### config.mk
export PLATFORM = sky130hd
export DESIGN_NAME = led_pattern_seq
export DESIGN_NICKNAME = d
export VERILOG_FILES = /design/src/rtl/led_pattern_seq.sv
export SDC_FILE = /design/constraint.sdc
export NUM_CORES = 1
export LEC_CHECK = 0
export CAP_MARGIN = 20
export CORE_MARGIN = 5
export CORE_UTILIZATION = 55
export DETAILED_ROUTE_END_ITERATION = 6
export PLACE_DENSITY = 0.8
export SLEW_MARGIN = 10
export SYNTH_ARGS = -nofsm -noshare
export SYNTH_HDL_FRONTEND = slang
export SYNTH_SLANG_ARGS = --single-unit
### constraint.sdc
create_clock -name clk_in -period 4.7 [get_ports clk_in]
set_input_delay 1.41 -clock clk_in [delete_from_list [all_inputs] [get_ports clk_in]]
set_output_delay 1.41 -clock clk_in [all_outputs]
set_load 0.01 [all_outputs]
### src/rtl/led_pattern_seq.sv
// led_pattern_seq: steps a WIDTH-bit LED pattern once per qualifying
// transition of the slow divider level, all in the clk_in domain.
//
// Ports:
//   clk_in  - system clock, rising edge
//   rst     - synchronous active-high reset
//   slow_in - slow toggling level, synchronous to clk_in
//   mode    - 0 BLINK, 1 ROTATE, 2 BOUNCE, 3 COUNT
//   pause   - high discards pattern steps
//   led     - registered LED bank
//   step    - one-cycle pulse after each pattern advance
//   dir     - BOUNCE direction, 0 toward MSB, 1 toward LSB
//
// Build option: define LED_SEQ_BOTH_EDGES_EN to step on both
// rising and falling slow_in transitions (default: rising only).

module led_pattern_seq #(
   parameter int WIDTH = 8
) (
   input  logic             clk_in,
   input  logic             rst,
   input  logic             slow_in,
   input  logic [1:0]       mode,
   input  logic             pause,
   output logic [WIDTH-1:0] led,
   output logic             step,
   output logic             dir
);

   typedef enum logic [1:0] {
      M_BLINK  = 2'd0,
      M_ROTATE = 2'd1,
      M_BOUNCE = 2'd2,
      M_COUNT  = 2'd3
   } mode_t;

   localparam logic [WIDTH-1:0] ONE  = {{(WIDTH-1){1'b0}}, 1'b1};
   localparam logic [WIDTH-1:0] ONES = {WIDTH{1'b1}};

   mode_t mode_q;
   mode_t mode_n;
   logic  prev;
   logic  armed;
   logic  slow_edge;
   logic  do_step;

   assign mode_n = mode_t'(mode);

`ifdef LED_SEQ_BOTH_EDGES_EN
   assign slow_edge = armed & (slow_in ^ prev);
`else
   assign slow_edge = armed & slow_in & ~prev;
`endif

   assign do_step = slow_edge & ~pause;

   always_ff @(posedge clk_in) begin
      if (rst) begin
         led    <= '0;
         step   <= 1'b0;
         dir    <= 1'b0;
         mode_q <= M_BLINK;
         armed  <= 1'b0;
         prev   <= 1'b0;
      end else begin
         step <= 1'b0;
         prev <= slow_in;
         // First cycle out of reset only captures the level,
         // so a high slow_in never produces a spurious step.
         if (!armed) begin
            armed <= 1'b1;
         end else if (do_step) begin
            step <= 1'b1;
            if (mode_n != mode_q) begin
               mode_q <= mode_n;
               unique case (mode_n)
                  M_BLINK:  led <= ONES;
                  M_ROTATE: led <= ONE;
                  M_BOUNCE: begin
                     led <= ONE;
                     dir <= 1'b0;
                  end
                  M_COUNT:  led <= '0;
               endcase
            end else begin
               unique case (mode_q)
                  M_BLINK:  led <= ~led;
                  M_ROTATE: led <= {led[WIDTH-2:0], led[WIDTH-1]};
                  M_BOUNCE: begin
                     // Reverse at the ends so each end LED is
                     // lit for exactly one step.
                     if (!dir) begin
                        if (led[WIDTH-1]) begin
                           dir <= 1'b1;
                           led <= led >> 1;
                        end else begin
                           led <= led << 1;
                        end
                     end else begin
                        if (led[0]) begin
                           dir <= 1'b0;
                           led <= led << 1;
                        end else begin
                           led <= led >> 1;
                        end
                     end
                  end
                  M_COUNT:  led <= led + ONE;
               endcase
            end
         end
      end
   end

endmodule

# After elaboration in Yosys (flattened, before gate mapping)
# Cells that the tools add are included.
[totals]
ff_bits = 14
in_bits = 6
elab_cells = 44
[classes]
n_reduce_logical = 8
n_bitwise = 7
eq_ne = 8
mux = 14
n_addsub = 1
[op_table]
columns = ["operator", "count"]
rows = [
  ["8-bit 2-to-1 mux", 4],
  ["8-bit case mux with 4 select lines", 1],
  ["8-bit case mux with 3 select lines", 1],
  ["8-bit by 1-bit adder with 8-bit output (second input constant)", 1],
  ["2-bit == test (second input constant)", 4],
  ["1-bit 2-to-1 mux", 8],
  ["8-bit inverter", 1],
  ["2-bit by 1-bit == test with 1-bit output (second input constant)", 2],
  ["2-bit logical NOT", 2],
  ["4-bit AND reduction", 1],
  ["2-bit OR reduction", 2],
  ["1-bit AND", 3],
  ["1-bit inverter", 3],
  ["3-bit AND reduction", 1],
  ["2-bit by 1-bit != test with 1-bit output (second input constant)", 1],
  ["2-bit != test", 1],
  ["2-bit AND reduction", 1],
  ["2-bit nonzero test", 1],
]

# Depth between registers and ports, before layout
[logic_depth]
depth_word = 4
mapped_depth = 7
mapped_depth_nobuf = 7

# Least setup slack after synthesis
# Ideal clock, no wire load.
[synth_timing]
path_type = "input to register"
start = "input mode[1]"
end = "register led[0]"
path_buffers = 1
arrival_time_ps = 2360
required_ps = 4629
path_stages = 6
setup_time_ps = 71
slack_ps = 2269
path_cell_list = "buf_2 and4_1 o21ai_1 a32oi_1 a311o_1 a21oi_1"
[synth_via]
elab_chain_cells = 4
elab_cells_between_ends = 8
cone_classes = "eq/ne (4); mux (2); reduce/logical (2)"
[synth_rtl]
columns = ["item", "line", "text"]
rows = [
  ["start, declared", "23", "input logic [1:0] mode,"],
  ["2-bit == test or 2-bit by 1-bit == test with 1-bit output (tied branches)", "76", "unique case (mode_n)"],
  ["2-bit OR reduction (no source line)", "-", ""],
  ["8-bit case mux with 3 select lines", "76", ""],
  ["8-bit 2-to-1 mux (*)", "74", "if (mode_n != mode_q) begin"],
  ["end signal, assigned", "87", "M_BLINK: led <= ~led;"],
  ["end signal, assigned", "88", "M_ROTATE: led <= {led[WIDTH-2:0], led[WIDTH-1]};"],
  ["end signal, assigned", "95", "led <= led >> 1;"],
  ["end, declared", "25", "output logic [WIDTH-1:0] led,"],
]
# Every way passes the cells marked *; elsewhere a longest branch is shown, timed or not.
# A chain may end at the register's enable or synchronous reset.

# Worst setup path after layout
# Same ends and word-level chain as after synthesis.

==> impl_metrics.env <==
export IMPL_critical_path_endpoint_type="register"
export IMPL_slew_headroom_pct=39.05
export IMPL_cts_sinks=14
export IMPL_drtAntennaViolNets=0
export IMPL_worstMarginPinSlew_ns=0.9130
export IMPL_first_global_vias=1010
export IMPL_setup_violations=0
export IMPL_drc=0
export IMPL_yosys_area_top_type_share_pct=23.58
export IMPL_synth_compound_area_share_pct=33.16
export IMPL_startpoint_type="input port"
export IMPL_firstDrtPassIters=4
export IMPL_reg2reg_to="led[6]"
export IMPL_max_cap_violations=0
export IMPL_hp_class="register to register"
export IMPL_cts_root_buf="clkbuf_4"
export IMPL_crit_end="led[0]"
export IMPL_p_clk_share_pct=26.6
export IMPL_std_cell_rows=16
export IMPL_max_freq_ghz=0.3387
export IMPL_p_leak_nw=0.4372
export IMPL_internal_power_w=0.0001745
export IMPL_postSynth_asyncResetShare_pct=0
export IMPL_fin_crit_ns=2.953
export IMPL_ctsHoldBuffers=0
export IMPL_skew_ns=0.004525
export IMPL_dieArea_um2=3191
export IMPL_cts_repair_resized=0
export IMPL_start_util_pct=59.38
export IMPL_rsz0062_at_grt="no"
export IMPL_grt_pass1_wl_mm=5.126
export IMPL_worst_ep_required_time_ns=4.90
export IMPL_setup_slack_ns=1.747
export IMPL_crit_path_max_fanout=19
export IMPL_wirelength_mm=2.930
export IMPL_clk_pin_slew_ns=0.08
export IMPL_max_vdd_ir_drop_v=0.0001987
export IMPL_clk_path_buf_depth=2
export IMPL_avgSynthCellArea_um2=7.619
export IMPL_synth_cells=156
export IMPL_htree_levels=1
export IMPL_core_area_um2=2002
export IMPL_drive_gt1_share_pct=9.494
export IMPL_hpwlAfterDp_mm=2.098
export IMPL_drt_initial_drc_count=60
export IMPL_grt_max_degree=26
export IMPL_final_period_utilization_pct=62.82
export IMPL_power_density_nw_per_um2=189.2
export IMPL_finalHoldViolations=0
export IMPL_p_comb_share_pct=19.6
export IMPL_worstSkewPairLatency_ns=0.27
export IMPL_yosysMostFrequentCell="a21oi_1"
export IMPL_switchingPower_w=0.00007141
export IMPL_sw_frac_of_total_pct=29.04
export IMPL_timing_rr_start="mode_q[0]"
export IMPL_finalSetupTns_ns=0
export IMPL_place_area_um2=1277
export IMPL_synth_fp_nets=164
export IMPL_detailroute_via_count=1176
export IMPL_cts_tree="done"
export IMPL_synth_area_um2=1189
export IMPL_critPathArrivalTime_ns=3.16
export IMPL_reg2reg_slack_ns=2.53
export IMPL_status="complete, no violations"
export IMPL_synthTopCellsByArea="dfxtp_1 (24%), a21oi_1 (7.6%), nand2_1 (4.7%), o21ai_0 (4.2%), mux2i_1 (3.4%)"
export IMPL_drv_slew=0
export IMPL_synth_edf_count=0
export IMPL_num_nets_final=168
export IMPL_grtUsageTotal_pct=19.42
export IMPL_synth_seq_cells=14
export IMPL_wl_per_cell_um=15.84
export IMPL_antenna_found_initial=0
export IMPL_preCtsSetupSlack_ns=1.486
export IMPL_post_route_cell_area_um2=1300
export IMPL_port_buffers=15
export IMPL_diodes=0
export IMPL_rr_worst_depth=5
export IMPL_ys_seq_area_share_pct=23.58
export IMPL_postCtsSetupBuffers=0
export IMPL_synth_fa_ha_area_share_pct=2.105
export IMPL_pin_count=16
export IMPL_chipWidth_um=56.49
export IMPL_synth_cell_types=51
export IMPL_die_h_um=56.49
export IMPL_synth_area_leader_cell="dfxtp_1"
export IMPL_yosys_warnings=0
export IMPL_grt_ovfl_total=0
export IMPL_ys_top_cells_by_count="a21oi_1 (18), nand2_1 (15), dfxtp_1 (14)"
export IMPL_routed_via_density=6.357
export IMPL_synth_top_family_by_area="compound AO/OA/AOI/OAI gates"
export IMPL_final_cells=185
export IMPL_place_congestion=0.8631
export IMPL_synthMuxAreaShare_pct=4.316
export IMPL_criticalPathCategory="input port to register"
export IMPL_critical_path_startpoint="mode[1]"
export IMPL_yosys_area_share_simple_pct=22.21
export IMPL_p_seq_share_pct=53.8
export IMPL_synth_xor_area_share_pct=4.421
export IMPL_hold_ws_ns=0.5527
export IMPL_numCtsBuffers=3
export IMPL_synthToLayoutAreaGrowth_pct=9.369
export IMPL_ys_flop_type="dfxtp_1"
export IMPL_placed_cells=182
==> cells in the final DEF (no fill, tap or decap), types with 4 or more instances in the layout <==
| master | Yosys | layout |
|---|---|---|
| inv_1 | 5 | 5 |
| mux2i_1 | 4 | 4 |
| dfxtp_1 | 14 | 14 |
| nor3_1 | 5 | 5 |
| o21ai_0 | 10 | 10 |
| clkdlybuf4s50_1 | 0 | 15 |
| nand3_1 | 4 | 4 |
| nor2_1 | 9 | 9 |
| a21oi_1 | 18 | 18 |
| nand2_1 | 15 | 15 |
==> through the flow <==
step                      util [%]  total power, W
after floorplan                  -       0.0001680
after global routing         64.94       0.0002623
after CTS                    64.94       0.0002459
final                        64.94       0.0002459
after detailed placement     63.81       0.0001825
after global placement       63.81       0.0001810
==> worst max-delay path, stage by stage <==
cell	delay [ns]
clkdlybuf4s50_1	0.71
and4_1	0.35
o21ai_1	0.13
a32oi_1	0.11
a311o_1	0.33
a21oi_1	0.11
==> final cells by class <==
cell class	instances	area, µm²
multi-input combinational	119	787.0
fill	197	701.9
inverter	7	26.28
clock buffer	3	22.52
timing repair buffer	15	150.1
tap	27	33.78
sequential	14	280.3
==> worst min path at each step <==
stage | startpoint | end | slack, ns | cells after the start
after global routing | dir | dir | 0.62 | 2
after global placement | dir | dir | 0.54 | 2
after floorplan | dir | dir | 0.54 | 2
after detailed placement | dir | dir | 0.54 | 2
after CTS | dir | dir | 0.55 | 2
final | dir | dir | 0.55 | 2
==> power by group through the flow <==
stage | Clock, W | Sequential, W | Combinational, W
2_1_floorplan | 0 | 0.000130 | 0.0000380
6_report | 0.0000654 | 0.000132 | 0.0000482
3_3_place_gp | 0 | 0.000135 | 0.0000464
3_5_place_dp | 0 | 0.000135 | 0.0000476
5_1_grt | 0.0000756 | 0.000133 | 0.0000533
4_1_cts | 0.0000659 | 0.000132 | 0.0000479
==> state kept, by name, indices dropped and copies added (netlist names) <==
register,count
armed,1
dir,1
led,8
mode_q,2
prev,1
step,1
==> cell families after synthesis <==
family | Yosys count
muxes | 5
DFF | 14
AOI/OAI and AO/OA | 59
buffers and inverters | 23
xor gates and xnor gates | 6
adders and majority gates | 2
and+or+nand+nor | 47
==> per-layer routing <==
layer  vias up  share of wire (%)  GRT usage [%]
met1       550                 45          28.12
met2        47                 47          30.20
met5         -                  0              0
li1        575                  -              -
met4         0               0.72          5.763
met3         4                7.8          1.606
Power figures use the tool's default switching activity.
